$ cat src/rtl/key_port_pkg.sv
// Register map and edge-capture mode encodings shared by the key debounce port.
package key_port_pkg;

  localparam logic [1:0] ADDR_DATA    = 2'd0;
  localparam logic [1:0] ADDR_IRQMASK = 2'd1;
  localparam logic [1:0] ADDR_RSVD    = 2'd2;
  localparam logic [1:0] ADDR_EDGECAP = 2'd3;

  localparam int EDGE_FALL = 0;
  localparam int EDGE_RISE = 1;
  localparam int EDGE_BOTH = 2;

  // Keys are active-low: a falling stable level is a press, rising is a release.
  function automatic logic edge_hit(input int mode, input logic prev, input logic cur);
    case (mode)
      EDGE_FALL: edge_hit = prev & ~cur;
      EDGE_RISE: edge_hit = ~prev & cur;
      default:   edge_hit = prev ^ cur;
    endcase
  endfunction

endpackage

$ cat src/rtl/key_debounce_port_if.sv
// Avalon-MM slave bus plus interrupt line of the key debounce port.
interface key_debounce_port_if;

  logic [1:0]  address;
  logic        chipselect;
  logic        read;
  logic        write;
  logic [31:0] writedata;
  logic [31:0] readdata;
  logic        irq;

  modport master (
    output address, chipselect, read, write, writedata,
    input  readdata, irq
  );

  modport slave (
    input  address, chipselect, read, write, writedata,
    output readdata, irq
  );

endinterface

$ cat src/rtl/key_debounce_chan.sv
// One key channel: 2-flop synchronizer, stability counter and accepted level.
module key_debounce_chan #(
  parameter int DEBOUNCE_CYCLES = 500000
) (
  input  logic clk_sys,
  input  logic rst_n,
  input  logic key_raw,
  output logic stable
);

  localparam int CNT_W = (DEBOUNCE_CYCLES > 1) ? $clog2(DEBOUNCE_CYCLES) : 1;
  localparam logic [CNT_W-1:0] CNT_LAST = CNT_W'(DEBOUNCE_CYCLES - 1);

  logic             sync_q1;
  logic             sync_q2;
  logic [CNT_W-1:0] cnt;

  // The counter only runs while the synchronized level disagrees with the
  // accepted one, so any bounce back restarts the stability window.
  always_ff @(posedge clk_sys or negedge rst_n) begin
    if (!rst_n) begin
      sync_q1 <= 1'b1;
      sync_q2 <= 1'b1;
      stable  <= 1'b1;
      cnt     <= '0;
    end else begin
      sync_q1 <= key_raw;
      sync_q2 <= sync_q1;
      if (sync_q2 == stable) begin
        cnt <= '0;
      end else if (cnt == CNT_LAST) begin
        stable <= sync_q2;
        cnt    <= '0;
      end else begin
        cnt <= cnt + CNT_W'(1);
      end
    end
  end

endmodule

$ cat src/rtl/key_debounce_port.sv
// Debounced key port: per-key debounce channels, edge capture, mask and irq
// behind a four-word Avalon-MM register map.
module key_debounce_port
  import key_port_pkg::*;
#(
  parameter int N_KEYS          = 4,
  parameter int DEBOUNCE_CYCLES = 500000,
  parameter int EDGE_MODE       = EDGE_FALL
) (
  input  logic              CLOCK_50,
  input  logic              RESET_N,
  input  logic [N_KEYS-1:0] KEY,
  key_debounce_port_if.slave bus
);

  logic [N_KEYS-1:0] stable;
  logic [N_KEYS-1:0] stable_d;
  logic [N_KEYS-1:0] edge_set;
  logic [N_KEYS-1:0] cap_clr;
  logic [N_KEYS-1:0] irq_mask;
  logic [N_KEYS-1:0] edge_cap;
  logic [31:0]       rd_mux;
  logic              wr_en;
  logic              rd_en;

  for (genvar i = 0; i < N_KEYS; i++) begin : g_chan
    key_debounce_chan #(
      .DEBOUNCE_CYCLES(DEBOUNCE_CYCLES)
    ) u_chan (
      .clk_sys(CLOCK_50),
      .rst_n  (RESET_N),
      .key_raw(KEY[i]),
      .stable (stable[i])
    );
  end

  if (N_KEYS < 32) begin : g_wd_unused
    logic unused_wd;
    assign unused_wd = ^bus.writedata[31:N_KEYS];
  end

  assign wr_en   = bus.chipselect & bus.write;
  assign rd_en   = bus.chipselect & bus.read;
  assign cap_clr = (wr_en && bus.address == ADDR_EDGECAP) ? bus.writedata[N_KEYS-1:0] : '0;

  always_comb begin
    edge_set = '0;
    for (int i = 0; i < N_KEYS; i++) begin
      edge_set[i] = edge_hit(EDGE_MODE, stable_d[i], stable[i]);
    end
  end

  always_comb begin
    rd_mux = '0;
    case (bus.address)
      ADDR_DATA:    rd_mux[N_KEYS-1:0] = stable;
      ADDR_IRQMASK: rd_mux[N_KEYS-1:0] = irq_mask;
      ADDR_EDGECAP: rd_mux[N_KEYS-1:0] = edge_cap;
      default:      rd_mux = '0;
    endcase
  end

  // A new capture outranks a same-cycle clear so no edge is ever lost.
  always_ff @(posedge CLOCK_50 or negedge RESET_N) begin
    if (!RESET_N) begin
      stable_d     <= '1;
      irq_mask     <= '0;
      edge_cap     <= '0;
      bus.readdata <= '0;
    end else begin
      stable_d <= stable;
      if (wr_en && bus.address == ADDR_IRQMASK) begin
        irq_mask <= bus.writedata[N_KEYS-1:0];
      end
      edge_cap <= (edge_cap & ~cap_clr) | edge_set;
      if (rd_en) begin
        bus.readdata <= rd_mux;
      end
    end
  end

  assign bus.irq = |(edge_cap & irq_mask);

endmodule

$ cat src/flat_wrapper.sv
// flat-port wrapper written by rule: the top's interface ports become plain ports
module key_debounce_port_flat import key_port_pkg::*;
#(
  parameter int N_KEYS          = 4,
  parameter int DEBOUNCE_CYCLES = 500000,
  parameter int EDGE_MODE       = EDGE_FALL
)
  (CLOCK_50, RESET_N, KEY, bus_address, bus_chipselect, bus_read, bus_write, bus_writedata, bus_readdata, bus_irq);
  key_debounce_port_if bus_i ();
  input  logic CLOCK_50;
  input  logic RESET_N;
  input  logic [N_KEYS-1:0] KEY;
  input wire logic [$bits(bus_i.address)-1:0] bus_address;
  input wire logic [$bits(bus_i.chipselect)-1:0] bus_chipselect;
  input wire logic [$bits(bus_i.read)-1:0] bus_read;
  input wire logic [$bits(bus_i.write)-1:0] bus_write;
  input wire logic [$bits(bus_i.writedata)-1:0] bus_writedata;
  output wire logic [$bits(bus_i.readdata)-1:0] bus_readdata;
  output wire logic [$bits(bus_i.irq)-1:0] bus_irq;
  assign bus_i.address = bus_address;
  assign bus_i.chipselect = bus_chipselect;
  assign bus_i.read = bus_read;
  assign bus_i.write = bus_write;
  assign bus_i.writedata = bus_writedata;
  assign bus_readdata = bus_i.readdata;
  assign bus_irq = bus_i.irq;
  key_debounce_port #(.N_KEYS(N_KEYS), .DEBOUNCE_CYCLES(DEBOUNCE_CYCLES), .EDGE_MODE(EDGE_MODE)) u_core (.CLOCK_50(CLOCK_50), .RESET_N(RESET_N), .KEY(KEY), .bus(bus_i));
endmodule
$ cat config.mk
export PLATFORM = sky130hd
export DESIGN_NAME = key_debounce_port_flat
export DESIGN_NICKNAME = d
export VERILOG_FILES = /design/src/rtl/key_port_pkg.sv /design/src/rtl/key_debounce_port_if.sv /design/src/rtl/key_debounce_chan.sv /design/src/rtl/key_debounce_port.sv /design/src/flat_wrapper.sv
export SDC_FILE = /design/constraint.sdc
export NUM_CORES = 1
export LEC_CHECK = 0
export ABC_AREA = 1
export CAP_MARGIN = 15
export CORE_MARGIN = 3
export CORE_UTILIZATION = 25
export DETAILED_ROUTE_END_ITERATION = 10
export PLACE_DENSITY = 0.43
export SYNTH_ARGS = -nofsm -noshare
export SYNTH_HDL_FRONTEND = slang
export SYNTH_SLANG_ARGS = --single-unit
$ cat constraint.sdc
create_clock -name CLOCK_50 -period 1.4 [get_ports CLOCK_50]
set_input_delay 0.35 -clock CLOCK_50 [delete_from_list [all_inputs] [get_ports CLOCK_50]]
set_output_delay 0.35 -clock CLOCK_50 [all_outputs]
set_load 0.01 [all_outputs]
== Word level (Yosys, flattened, before mapping) ==
Cells that the tools add are included.

* Logic and storage cells: 70
* Flip-flop bits (word level): 104
* Output and inout bits: 33
* Input port bits: 43

* Bitwise operators: 18
* Reductions and logical operators: 8
* Mux-type cells: 10
* $add $sub $neg: 4
* Eq/ne operators: 10

{| class="wikitable"
|+ Operators by type and width
! kind !! number
|-
| $mux 19 || 8
|-
| $add 19x1->19 const B || 4
|-
| $eq 19x19->1 const B || 4
|-
| $pmux 4 s3 || 1
|-
| $and 4x4->4 || 2
|-
| $not 1->1 || 8
|-
| $reduce_and 2->1 || 4
|-
| $and 1x1->1 || 6
|-
| $eq 1x1->1 || 4
|-
| $mux 4 || 1
|-
| $not 4->4 || 1
|-
| $or 4x4->4 || 1
|-
| $reduce_or 4->1 || 1
|-
| $eq 2x1->1 const B || 1
|-
| $eq 2x2->1 const B || 1
|-
| $logic_and 1x1->1 || 2
|-
| $logic_not 2->1 || 1
|}

== Logic depth before layout (Yosys ltp) ==
* Depth after elaboration: 6
* Mapped depth: 9
* Mapped depth without buffers: 9

== Cells and area by module ==
Synthesis repeated with hierarchy kept, for this count alone.

* Cell total of the unflattened synthesis: 702
* Area total of the unflattened synthesis: 5715.5 µm²

{| class="wikitable"
|+ By module, submodules not included
! module !! area an instance (µm²) !! sequential area each (µm²) !! instances !! cells each
|-
| key_debounce_chan (u_core.g_chan[0].u_chan ...) || 1194.9 || 554.3 || 3 || 147
|-
| key_debounce_chan (u_core.g_chan[1].u_chan) || 1208.7 || 554.3 || 1 || 146
|-
| key_debounce_port || 922.1 || 405.4 || 1 || 115
|}

== Worst setup path after synthesis ==
No wires, ideal clock.

* Path type: flip-flop to flip-flop
* From: reg u_core.g_chan[0].u_chan.cnt[0]
* To: reg u_core.g_chan[0].u_chan.cnt[5]
* Clock period less this slack: 1.298 ns
* Required time: 1.282 ns
* Arrival: 1.179 ns
* Setup time: 0.118 ns
* Slack: 0.102 ns
* Buffers on the path: 0
* Cell stages (with the launch flop): 9
* Cell sequence: dfrtp_1 > ha_1 > nand2_1 > nor2_2 > inv_1 > nor2_4 > nand2_1 > nand2_2 > nor2_1

* Word-level cells in the longest chain between the ends: 3
* Elaborated cells between the ends (all ways): 4
* Classes of those cells: 1 x add/sub; 1 x eq/ne; 2 x mux

{| class="wikitable"
|+ RTL lines
! what !! line !! RTL
|-
| start: declaration || key_debounce_chan.sv:16 || <nowiki>logic [CNT_W-1:0] cnt;</nowiki>
|-
| start signal: assignment || key_debounce_chan.sv:35 || <nowiki>cnt <= cnt + CNT_W'(1);</nowiki>
|-
| $add 19x1->19 / $eq 19x19->1 (equally long branches) || key_debounce_chan.sv:35, key_debounce_chan.sv:31 ||
|-
| $mux 19 (*) || key_debounce_chan.sv:31 || <nowiki>end else if (cnt == CNT_LAST) begin</nowiki>
|-
| $mux 19 (*) || key_debounce_chan.sv:29 || <nowiki>if (sync_q2 == stable) begin</nowiki>
|}

Mark *: on every way between the ends. The rest lies on a longest branch, timed or not.
A chain may end at the register's enable or synchronous reset.

== Worst setup path after layout ==
* From: reg u_core.irq_mask[0]
* To: out bus_irq

* Word-level cells in the longest chain between the ends: 2

{| class="wikitable"
|+ RTL lines
! what !! line !! RTL
|-
| start: declaration || key_debounce_port.sv:20 || <nowiki>logic [N_KEYS-1:0] irq_mask;</nowiki>
|-
| start signal: assignment || key_debounce_port.sv:73 || <nowiki>irq_mask <= bus.writedata[N_KEYS-1:0];</nowiki>
|-
| $and 4x4->4 || key_debounce_port.sv:82 || <nowiki>assign bus.irq = |(edge_cap & irq_mask);</nowiki>
|-
| $reduce_or 4->1 || key_debounce_port.sv:82 ||
|-
| end: declaration || flat_wrapper.sv:19 || <nowiki>output wire logic [$bits(bus_i.irq)-1:0] bus_irq;</nowiki>
|}

Every way passes these cells.

==> results.md <==
- Clk sinks: 104
- 1st-iter DRT viols: 196
- Largest net degree at the start of global routing: 31
- Commonest cells post-synth: nor2_1, nand2_1, dfrtp_1
- Routed WL per cell: 11.38 um
- GP Congestion: 0.8087
- Top_reg_cell synth: dfrtp_1
- Worst skew pair latency: 0.35 ns
- CP Data Arrival Time: 1.08 ns
- Layout cells sized above 1: 0.2384
- Yosys warning count: 0
- CP required: 1.05 ns
- Die X: 156.6 um
- Final hold vios: 0
- Vias post-DR: 4,489
- Drt pass-1 iters: 4
- Max clock buf depth: 2
- EDFF count, synth: 0
- Vias/cell: 4.088
- Worst setup margin: -0.03191 ns
- Crit Path Class: reg -> out
- Synth top area share: 0.3883
- Fillers: 2,345
- Clock-pin slew on the worst setup and hold paths: 0.07 ns
- Input/output buffers: 19
- Number of max-cap violations: 0
- Cell area after synthesis: 5672 um2
- CTS Buf Count: 9
- Antenna viol nets, final: 0
- Root buf cell: clkbuf_16
- Final count of negative-setup-slack endpoints: 1
- Crit end category: output pin
- I/O pin count: 76
- Final WL: 12.49 mm
- Synth cell types: 36
- RSZ-0062 raised after global routing: true
- Critical path peak fanout: 2
- Synth top area cells: dfrtp_1, nor2_1, nand2_1
- Mean area per synthesized cell: 7.899 um2
- Die height: 156.6 um
- Core Util, Final: 0.3257
- Clock skew: 0.006653 ns
- Synthesis-to-layout area growth: 26.49%
- Htree depth: 3
- Sequential Area: 2625 um2
- Total core area: 22,030 um2
- #FFs+latches synth: 104
- Pwr dens: 866.4 nW/um2
- Outcome: finished with violations
- Post-synthesis sequential area ratio: 0.4624
- Gate Count Post-Synth: 718
- Period minus WS final: 1.432 ns
- Final period util: 1.023
- Largest area contributor in the netlist: dfrtp_1
- CTS tree: yes
- Initial core utilization: 0.2575
- Hold/Removal Path Class: reg -> reg
- Initial antenna violation count: 0
- Wire length of the first global-routing pass: 21.00 mm
- CP Launch Type: flip-flop
- Multi-input gate area: 2861 um2
- Max-slew violation count: 0
- Worst ir drop on vdd: 0.4625 mV
- R2R Setup Slk: 0.07 ns
- # diodes: 0
- Total Power: 6.216 mW
- Leak Pwr: 3.140 nW
- DPL Wire Length: 9.416 mm
- Ys async rst share: 1.000
- Top-count cell post-synth: nor2_1
- Row count: 54
- Remaining Overflow, GRT: 0
- DRC Markers: 0
- Failing checks: negative setup slack
- GRT Total Usage: 0.1073
- Number of global-route vias before repair: 4,284
- Die Area: 24,530 um2
- Nets: 860
- Maximum clock frequency: 698.4 MHz
[cells in the final DEF (no fill, tap or decap), types with 15 or more instances in the layout]
cell type / instances
xor2_1: 22
conb_1: 28
nand3_1: 54
nor2_2: 16
dfstp_2: 16
nor2_4: 19
dfrtp_1: 86
nand2_1: 138
nor2_1: 144
buf_4: 68
o21ai_0: 15
inv_1: 63
[metal layers]
metal	up-vias	GRT usage	part of all wire
li1	2384	-	-
met3	12	0.01770	0.021
met2	42	0.1675	0.45
met5	-	0	0
met4	0	0.04627	0.020
met1	2051	0.1470	0.51
[timing repair]
action | 4_1_cts | 5_1_grt
setup endpoints to repair | 27 | 55
gates resized for setup | 15 | 57
hold buffers | 1 | 0
endpoints found under the hold margin | 15 | 0
setup buffers | 0 | 3
pin swaps | 3 | 15
gates cloned | 0 | 0
[power by group]
part | internal [mW] | leakage, nW | switching (mW) | total, mW
Clock | 1.30 | 0.141 | 1.17 | 2.47
Combinational | 0.258 | 1.63 | 0.312 | 0.570
Sequential | 3.11 | 1.37 | 0.0644 | 3.18
Total | 4.67 | 3.14 | 1.55 | 6.22
[flip-flops by register name, summed over array words and instances, names as in the netlist]
name and flops:
u_core.bus.readdata 4, u_core.irq_mask 4, u_core.g_chan.u_chan.cnt 76, u_core.g_chan.u_chan.sync_q1 4, u_core.edge_cap 4, u_core.g_chan.u_chan.stable 4, u_core.g_chan.u_chan.sync_q2 4, u_core.stable_d 4
[worst max-delay path, cell delays in order, from the launching register on]
cell,delay (ns)
dfrtp_1,0.38
nand2_1,0.08
nand4_1,0.10
buf_4,0.17
[final cells by class]
cell class / instances / share of cell area
clock buffer: 11 / 0.03523
clock inverter: 5 / 0.004360
inverter: 75 / 0.03959
multi-input combinational: 533 / 0.3988
sequential: 104 / 0.3659
tap: 280 / 0.04883
timing repair buffer: 90 / 0.1073
[logic make-up (layout without fill, tap and decap cells)]
logic type,count (synthesis),count (layout),share of synthesized area
AOI/OAI and AO/OA,42,42,0.04390
xor gates and xnor gates,37,37,0.06243
adders and majority gates,4,4,0.008825
buffers and inverters,108,181,0.09243
DFF,104,104,0.4624
other,1,28,0.0006612
and+or+nand+nor,422,422,0.3294
[per-stage QoR]
step                      std cells  setup TNS, ns  hold slack [ns]  setup WS (ns)  cell area, um2
after floorplan                 745              0          0.05441         0.1024            5773
after global placement         1078         -1.966           0.2812        -0.1221            6621
after detailed placement       1078         -2.104           0.2784        -0.1551            6621
after CTS                      1095       -0.05275           0.3565       -0.05275            6930
after global routing           1098        -0.5459           0.3571       -0.07660            7174
final                          1098       -0.03191           0.3529       -0.03191            7174
[worst paths after layout]
kind	endpoint	cells past startpoint	startpoint
hold / removal	u_core.g_chan[3].u_chan.sync_q2$_DFF_PN1_	0	u_core.g_chan[3].u_chan.sync_q1$_DFF_PN1_
min in group asynchronous	u_core.g_chan[0].u_chan.cnt[9]$_DFF_PN0_	2	RESET_N
max in group asynchronous	u_core.g_chan[3].u_chan.sync_q1$_DFF_PN1_	3	RESET_N
setup reg to reg	u_core.g_chan[3].u_chan.cnt[6]$_DFF_PN0_	7	u_core.g_chan[3].u_chan.cnt[0]$_DFF_PN0_
hold reg to reg	u_core.g_chan[3].u_chan.sync_q2$_DFF_PN1_	0	u_core.g_chan[3].u_chan.sync_q1$_DFF_PN1_
setup / recovery	bus_irq	3	u_core.irq_mask[0]$_DFFE_PN0P_
Power figures use the tool's default switching activity.
